<file path="config.mk">
export PLATFORM = sky130hd
export DESIGN_NAME = matser
export DESIGN_NICKNAME = d
export VERILOG_FILES = /design/src/rtl/matser.sv
export SDC_FILE = /design/constraint.sdc
export NUM_CORES = 1
export LEC_CHECK = 0
export CAP_MARGIN = 30
export CORE_ASPECT_RATIO = 1.1
export CORE_MARGIN = 2
export CORE_UTILIZATION = 42
export DETAILED_ROUTE_END_ITERATION = 10
export PLACE_DENSITY = 0.83
export SYNTH_ARGS = -nofsm -noshare
export SYNTH_HDL_FRONTEND = slang
export SYNTH_SLANG_ARGS = --single-unit
</file>
<file path="constraint.sdc">
create_clock -name clk -period 2 [get_ports clk]
set_clock_uncertainty 0.1 [all_clocks]
set_input_delay 0.4 -clock clk [delete_from_list [all_inputs] [get_ports clk]]
set_output_delay 0.4 -clock clk [all_outputs]
set_load 0.1 [all_outputs]
</file>
<file path="src/rtl/matser.sv">
// Matrix result serializer: captures a ROWS x COLS matrix through a valid/ready
// handshake and streams its elements in row-major order, one per accepted beat.
module matser #(
    parameter int ROWS  = 1,
    parameter int COLS  = 1,
    parameter int WIDTH = 16,
    localparam int RW   = $clog2(ROWS + 1),
    localparam int CW   = $clog2(COLS + 1)
) (
    input  logic                              clk,
    input  logic                              reset_l,
    input  logic                              in_valid,
    output logic                              in_ready,
    input  logic [ROWS:1][COLS:1][WIDTH-1:0]  in_mat,
    output logic                              out_valid,
    input  logic                              out_ready,
    output logic [WIDTH-1:0]                  out_data,
    output logic [RW-1:0]                     out_row,
    output logic [CW-1:0]                     out_col,
    output logic                              out_last
);

    typedef enum logic {
        S_IDLE,
        S_STREAM
    } state_t;

    localparam logic [RW-1:0] ROW_ONE  = RW'(1);
    localparam logic [CW-1:0] COL_ONE  = CW'(1);
    localparam logic [RW-1:0] ROW_LAST = RW'(ROWS);
    localparam logic [CW-1:0] COL_LAST = CW'(COLS);

    state_t                             r_state;
    state_t                             w_state_nxt;
    logic [RW-1:0]                      r_row;
    logic [RW-1:0]                      w_row_nxt;
    logic [CW-1:0]                      r_col;
    logic [CW-1:0]                      w_col_nxt;
    logic [ROWS:1][COLS:1][WIDTH-1:0]   r_mat;
    logic                               w_at_last;
    logic                               w_out_fire;
    logic                               w_in_fire;

    always_ff @(posedge clk or negedge reset_l) begin
        if (!reset_l) begin
            r_state <= S_IDLE;
            r_row   <= ROW_ONE;
            r_col   <= COL_ONE;
            r_mat   <= '0;
        end else begin
            r_state <= w_state_nxt;
            r_row   <= w_row_nxt;
            r_col   <= w_col_nxt;
            if (w_in_fire) begin
                r_mat <= in_mat;
            end
        end
    end

    // A capture always restarts at (1,1); the final beat also rewinds the
    // counters so they never step past ROWS/COLS.
    always_comb begin
        w_state_nxt = r_state;
        w_row_nxt   = r_row;
        w_col_nxt   = r_col;
        if (w_in_fire) begin
            w_state_nxt = S_STREAM;
            w_row_nxt   = ROW_ONE;
            w_col_nxt   = COL_ONE;
        end else if (w_out_fire) begin
            if (w_at_last) begin
                w_state_nxt = S_IDLE;
                w_row_nxt   = ROW_ONE;
                w_col_nxt   = COL_ONE;
            end else if (r_col == COL_LAST) begin
                w_row_nxt   = r_row + ROW_ONE;
                w_col_nxt   = COL_ONE;
            end else begin
                w_col_nxt   = r_col + COL_ONE;
            end
        end
    end

    // in_ready reopens on the final accepted beat for zero-bubble back-to-back.
    always_comb begin
        w_at_last  = (r_row == ROW_LAST) && (r_col == COL_LAST);
        out_valid  = (r_state == S_STREAM);
        out_last   = out_valid & w_at_last;
        out_data   = out_valid ? r_mat[r_row][r_col] : '0;
        out_row    = r_row;
        out_col    = r_col;
        w_out_fire = out_valid & out_ready;
        in_ready   = (r_state == S_IDLE) | (w_out_fire & w_at_last);
        w_in_fire  = in_valid & in_ready;
    end

endmodule
</file>
==> flow_summary_export.csv <==
group,metric,value,unit
synthesis,netlist_top_cells_count,"17 x dfrtp_1, 10 x and2_1, 10 x mux2_4",
synthesis,synth_area,828,µm²
clock_tree,cts_resized,0,
pwr,powerDensity,954,nW/µm²
layout,n_antenna_cell,0,
critical_path,cp_slowest_cell,"dfrtp_2",
synthesis,synth.avg_cell_area,14.3,µm²
placement,io_buffer_count,38,
clock_tree,cts_buffers,3,
clock_tree,cts_tree,"yes",
sta,rsz0062_at_grt,"false",
drt,first_pass_iters,2,
layout,fin_cells,124,
sta,hold_violations,0,
layout,fin_util,79.4,%
placement,placed_cells,120,
clock_tree,cts_buffer_depth,2,
global_route,grt_pass1_vias,618,
critical_path,worstPathArrival,1.33,ns
clock_tree,clkTransAtPathRegs,0.10,ns
placement,dp.final_hpwl,1290,µm
synthesis,yosys.area.top_type,"dfrtp_1",
drt,via_count,567,
critical_path,crit_start,"out_valid",
sta,fmax,546,MHz
drt,wl_per_cell,13.3,µm
placement,gp_congestion,0.607,
drt,drt_iter0_drc,2,
synthesis,netlist_instances,58,
pwr,vdd_drop_max,0.615,mV
floorplan,die_h,50.6,µm
drt,drc,0,
critical_path,path_class,"reg -> out",
pwr,cellLeakagePower,0.652,nW
floorplan,ios,41,
global_route,grt_overflow,0,
synthesis,yosysMostFrequentCell,"dfrtp_1",
synthesis,synth-edff-count,0,
global_route,antenna_found_initial,0,
sta,period_needed,1.83,ns
layout,drive_gt1_share,60.8,%
outcome,status,"finished clean",
synthesis,synth.top_cells.by_area,"dfrtp_1 51%, mux2_4 18%, mux2_2 8.2%",
sta,maxSlewViolCount,0,
critical_path,r2r_setup_slack,0.44,ns
critical_path,critPathMaxStageDelay,0.60,ns
global_route,grt_usage,17.0,%
sta,post-route-period-util,91.5,%
critical_path,required,1.50,ns
sta,setup_viol,0,
global_route,grt_pass1_wl,2790,µm
synthesis,yosysWarnings,0,
layout,layout.nets,118,
synthesis,synth_seq_cells,17,
synthesis,synthArstFlopShare,100,%
drt,final_antenna_net_count,0,
clock_tree,cts_sinks,17,
synthesis,yosysUniqueCellTypes,12,
global_route,grt_max_degree,20,
flow_run,maxCapViolations,0,
critical_path,crit_chain,"and2_2, buf_12",
critical_path,cp-start-kind,"flip-flop",
critical_path,timing.rr.end,"r_mat[11]",
drt,routed_wl,1660,µm
critical_path,end_kind,"output port",
layout,area_delta_synth_final,74.6,%
worst_hold_path,min_path_type,"in -> async",
floorplan,start_util,45.5,%
floorplan,die_w,46.3,µm
synthesis,yosysTopAreaCellShare,51.4,%
clock_tree,clk_latency,0.30,ns
synthesis,ys_seq_area_share,51.4,%
clock_tree,clockRootBuffer,"clkbuf_4",
floorplan,die-area,2340,µm²
clock_tree,cts_hold_buf,0,
floorplan,num_rows,16,
pwr,p_total,1.38,mW
synthesis,synth_flop_cell,"dfrtp_1",
critical_path,reg2reg_depth,3,
floorplan,core-area,1820,µm²
drt,viasPerCell,4.57,
critical_path,crit_fanout,19,
critical_path,rr_startpoint,"out_valid",
clock_tree,htreeDepth,1,
sta,tns,0,ns
clock_tree,postCtsSetupBuffers,0,
## area by class of cell
class / count / area [µm²]
Multi-Input combinational cell: 37 / 378
Fill cell: 99 / 375
Clock buffer: 3 / 22.5
Clock inverter: 1 / 7.51
Timing Repair Buffer: 39 / 578
Tap cell: 27 / 33.8
Sequential cell: 17 / 427
## layout by cell type (no fill, tap or decap)
| cell | Yosys | layout |
|---|---|---|
| dfrtp_1 | 17 | 16 |
| mux2_4 | 10 | 10 |
| conb_1 | 1 | 2 |
| clkdlybuf4s50_1 | 0 | 19 |
| and2_2 | 6 | 16 |
| clkinvlp_4 | 0 | 1 |
| mux2_2 | 6 | 6 |
| nand2b_4 | 0 | 1 |
| or2b_1 | 1 | 1 |
| buf_4 | 3 | 1 |
| buf_12 | 1 | 19 |
| clkbuf_4 | 0 | 3 |
| dfrtp_2 | 0 | 1 |
| nand2_4 | 1 | 1 |
## logic make-up after synthesis
family | Yosys count | synth area share, %
multiplexers | 16 | 26.3
AND/OR/NAND/NOR | 19 | 16.3
flip-flops | 17 | 51.4
other | 1 | 0.453
buffers and inverters | 5 | 5.59
## report_power, final
group          leakage [nW]  internal (mW)  switching, mW
clock network        0.0139         0.0762          0.113
logic                 0.441          0.307          0.460
registers             0.197          0.392         0.0308
total                 0.652          0.775          0.604
## sequential cells by signal, indices dropped and copies added (netlist names)
register / count
r_mat: 16
out_valid: 1
## how the worst max path moves through the flow
stage                   endpoint  slack [ns]  depth (start not counted)
finish               out_data[8]        0.17                          2
global route        out_data[13]        0.08                          2
CTS                  out_data[2]        0.15                          2
detailed placement      r_mat[4]        0.18                          4
global placement       r_mat[11]        0.20                          4
floorplan           out_data[10]        0.03                          2
## metal layers
| metal | vias up | global-route usage [%] | wire length [µm] |
|---|---|---|---|
| met2 | 28 | 25.7 | 849 |
| met4 | 0 | 5.71 | 0 |
| met1 | 276 | 21.5 | 665 |
| li1 | 263 | - | - |
| met5 | - | 0 | 0 |
| met3 | 0 | 7.19 | 140 |
## metrics by stage
| stage | hold slack (ns) | instance area [µm²] | setup WS [ns] |
|---|---|---|---|
| floorplan | 0.00441 | 851 | 0.0285 |
| detailed placement | 0.393 | 1420 | 0.180 |
| CTS | 0.318 | 1450 | 0.155 |
| global placement | 0.381 | 1420 | 0.203 |
| global route | 0.315 | 1450 | 0.0790 |
| finish | 0.316 | 1450 | 0.170 |
## critical path: cells and delay by family, from the launching register on
family | cells | cell delay (ns)
AND/OR/NAND/NOR | 1 | 0.25
buffers and inverters | 1 | 0.17
flip-flops | 1 | 0.60
No activity file was read; power rests on OpenSTA's default activity.
==> RTL change 1 (same settings) <==
Change the parameter `WIDTH` from 16 to 12.
--- a/src/rtl/matser.sv
+++ b/src/rtl/matser.sv
@@ -3,7 +3,7 @@
 module matser #(
     parameter int ROWS  = 1,
     parameter int COLS  = 1,
-    parameter int WIDTH = 16,
+    parameter int WIDTH = 12,
     localparam int RW   = $clog2(ROWS + 1),
     localparam int CW   = $clog2(COLS + 1)
 ) (
Ports: changed (resized in_mat and out_data); port bits go from 41 to 33. The function was not compared with the original's and may differ.
==> RTL change 1 against the original RTL <==
- sequential cell count is 4 lower
- synthesized area is 21% lower
- routed wire length is 19% lower
- combinational power is 22% lower
- largest cell class unchanged
- critical path type unchanged
- power is 22% lower
- sequential share of layout area is 0.50 points lower
- worst setup slack better by 0.078 ns
- die area is 19% lower
- design area is 22% lower
- via count is 21% lower
==> RTL change 1: results <==
{
  "totalWireLength_um": 1330,
  "crit_path_max_fanout": 15,
  "cts_resized": 0,
  "worst_pin_slew_ns": 0.543,
  "n_antenna_cell": 0,
  "yosys_warnings": 0,
  "grt_pass1_vias": 494,
  "power_leakage_nw": 0.521,
  "vias": 450,
  "clkTransAtPathRegs_ns": 0.07,
  "track_usage_pct": 17.1,
  "ys_top_cells_by_area": "dfrtp_1, mux2_4, and2_1",
  "grt_pass1_wl_um": 2360,
  "grt_max_degree": 16,
  "cts-root-buf": "clkbuf_4",
  "netlist_top_cells_count": "dfrtp_1, and2_1, mux2_4",
  "synth-async-reset-ratio_pct": 100,
  "ir_drop_mv": 0.683,
  "gp_congestion": 0.661,
  "drive_gt1_share_pct": 59.2,
  "nNetsFinal": 93,
  "insertion_delay_ns": 0.26,
  "place_hpwl_um": 1070,
  "holdCritPathClass": "primary input to async pin",
  "largest_register_ff_count": 12,
  "cp_data_arrival_time_ns": 1.25,
  "portBuffers": 30,
  "cts_setup_buffers": 0,
  "ys_seq_area_share_pct": 49.4,
  "outcome": "finished clean",
  "first_iter_violations": 4,
  "worst_path_largest_cell_delay_ns": 0.56
}
-- RTL change 1: through the flow --
stage / hold WS, ns / instances / instance area [um^2] / worst slack (ns)
CTS: 0.402 / 92 / 1130 / 0.229
floorplan: 0.00441 / 47 / 676 / 0.0494
detailed placement: 0.390 / 88 / 1100 / 0.219
finish: 0.385 / 92 / 1130 / 0.248
global route: 0.424 / 92 / 1130 / 0.173
global placement: 0.385 / 88 / 1100 / 0.254
-- RTL change 1: critical path, delay by kind of cell (launching register included) --
family	cells	cell delay, ns
DFF	1	0.56
buffers and inverters	1	0.17
and+or+nand+nor	1	0.25
-- RTL change 1: metal layers --
| layer | track usage [%] | up-vias | part of all wire (%) |
|---|---|---|---|
| met5 | 0 | - | 0 |
| met4 | 5.81 | 0 | 0 |
| met2 | 28.4 | 21 | 55 |
| met1 | 21.5 | 227 | 39 |
| met3 | 5.16 | 0 | 6.1 |
| li1 | - | 202 | - |
-- RTL change 1: final timing paths --
path                            from      endpoint  slack [ns]  cells after the start
hold reg to reg             r_mat[1]      r_mat[1]        0.41                      1
hold / removal               reset_l      r_mat[7]        0.38                      1
min in group clk            r_mat[1]      r_mat[1]        0.41                      1
setup / recovery           out_valid  out_data[10]        0.25                      2
setup reg to reg           out_valid     r_mat[10]        0.53                      3
max in group asynchronous    reset_l     out_valid        1.03                      1
-- RTL change 1: power by group --
group | internal, mW | leakage (nW) | switching [mW] | total [mW]
sequential | 0.300 | 0.150 | 0.0266 | 0.327
clock | 0.0771 | 0.0150 | 0.0762 | 0.153
combinational | 0.240 | 0.355 | 0.359 | 0.598
total | 0.617 | 0.521 | 0.461 | 1.08
-- RTL change 1: logic make-up after synthesis --
| group | after synthesis | share of synthesized area [%] |
|---|---|---|
| flip-flops | 13 | 49.4 |
| other | 1 | 0.570 |
| multiplexers | 12 | 26.2 |
| AND/OR/NAND/NOR | 15 | 16.7 |
| buffers and inverters | 5 | 7.03 |
-- RTL change 1: cell type report --
type	count	area (um^2)
repair buffers	30	450
flip-flops and latches	13	327
multi-input cells	29	303
fillers	84	293
clock buffers	4	26.3
well taps	16	20.0
==> RTL change 2 (same flow settings) <==
Without the edit above. Reset style: synchronous (`reset_l`), changed in one clocked block.
--- a/src/rtl/matser.sv
+++ b/src/rtl/matser.sv
@@ -41,7 +41,7 @@
     logic                               w_out_fire;
     logic                               w_in_fire;
 
-    always_ff @(posedge clk or negedge reset_l) begin
+    always_ff @(posedge clk) begin
         if (!reset_l) begin
             r_state <= S_IDLE;
             r_row   <= ROW_ONE;
Formal check against the unedited RTL: differs if reset_l is asserted again (counterexample within 4 cycles, from zero or initial values and one cycle with reset_l low); with reset_l held inactive, the same outputs for 10 cycles.
==> RTL change 2 against the original RTL <==
- sequential cell count did not move
- design area down 2.0%
- fmax up 2.0%
- worst setup slack better by 0.036 ns
- largest cell class unchanged
- synthesized area up 0.60%
- global-route usage shrank 0.11 points
- routed wire length up 5.4%
- final cell count up 27%
Power is not compared: it rests on default switching activity, and its combinational part moved more than twofold at a synthesized area within 25%.
==> RTL change 2: results <==
{
  "outcome": "finished clean",
  "gp_congestion": 0.730,
  "clkTransAtPathRegs_ns": 0.11,
  "yosys_warnings": 0,
  "via_per_inst": 4.49,
  "firstDrtPassIters": 4,
  "ys_seq_area_share_pct": 40.8,
  "crit_path_max_fanout": 19,
  "grt_pass1_wl_um": 2890,
  "worst_path_largest_cell_delay_ns": 0.57,
  "crit_path_top_delay_cell": "dfxtp_2",
  "nNetsFinal": 151,
  "wl_per_cell_um": 11.1,
  "setup_ws_ns": 0.206,
  "start_kind": "register",
  "drive_gt1_share_pct": 33.1,
  "cts_resized": 0,
  "synth-async-reset-ratio_pct": 0,
  "place_hpwl_um": 1340,
  "p_sw_share_pct": 33.9,
  "synth.lib_cells_used.distinct": 14,
  "power_leakage_nw": 0.614,
  "cp_data_arrival_time_ns": 1.29,
  "power.internal_uw": 546,
  "netlist_top_cells_count": "nand2_1, dfxtp_1, mux2i_1",
  "portBuffers": 38,
  "h-tree-depth": 1,
  "preCtsSetupSlack_ns": 0.225,
  "ys_top_cells_by_area": "dfxtp_1, mux2i_1, nand2_1",
  "first_iter_violations": 11,
  "clock_path_buffers": 2,
  "worstHoldStart": "r_mat[5]",
  "n_antenna_cell": 0,
  "synth_edf_count": 0,
  "holdCritPathClass": "register to register",
  "ir_drop_mv": 0.400,
  "grt_max_degree": 34,
  "reg2reg_from": "out_valid",
  "track_usage_pct": 16.9,
  "antenna_found_initial": 0,
  "p_comb_share_pct": 32.6,
  "cts-root-buf": "clkbuf_4",
  "grt_pass1_vias": 713
}
==> RTL change 2: worst paths after layout <==
| kind | end | slack, ns | cells after the start |
|---|---|---|---|
| setup / recovery | out_data[14] | 0.21 | 2 |
| hold / removal | r_mat[5] | 0.36 | 2 |
| setup reg to reg | r_mat[8] | 0.62 | 3 |
| hold reg to reg | r_mat[5] | 0.36 | 2 |
==> RTL change 2: logic make-up (layout without fill, tap and decap cells) <==
logic type,count (synthesis),after routing,synth area share (%)
AO/OA/AOI/OAI,1,1,0.901
buffers and inverters,11,44,9.16
flip-flops,17,17,40.8
multiplexers,16,16,19.2
other,1,2,0.450
AND/OR/NAND/NOR,50,50,29.4
==> RTL change 2: layout make-up <==
| class | count | area (um^2) |
|---|---|---|
| Timing Repair Buffer | 39 | 578 |
| Clock inverter | 1 | 5.00 |
| Clock buffer | 3 | 22.5 |
| Multi-Input combinational cell | 69 | 433 |
| Inverter | 1 | 3.75 |
| Sequential cell | 17 | 342 |
| Tap cell | 27 | 33.8 |
| Fill cell | 125 | 404 |
==> RTL change 2: through the flow <==
stage / setup TNS (ns) / instance area (um^2) / hold WS (ns) / cells
floorplan: -0.983 / 851 / 0.330 / 97
global placement: 0 / 1390 / 0.338 / 153
detailed placement: 0 / 1390 / 0.347 / 153
CTS: 0 / 1420 / 0.363 / 157
global route: 0 / 1420 / 0.378 / 157
finish: 0 / 1420 / 0.360 / 157
==> RTL change 2: critical path: cells and delay by family, from the launching register on <==
kind,cells,cell delay [ns]
buffers and inverters,1,0.17
DFF,1,0.57
and+or+nand+nor,1,0.25
==> RTL change 2: layer usage <==
metal | track usage, % | wire length, um | vias to the layer above
met2 | 27.8 | 837 | 30
li1 | - | - | 361
met4 | 5.71 | 14 | 0
met3 | 5.04 | 135 | 2
met1 | 20.3 | 757 | 312
met5 | 0 | 0 | -
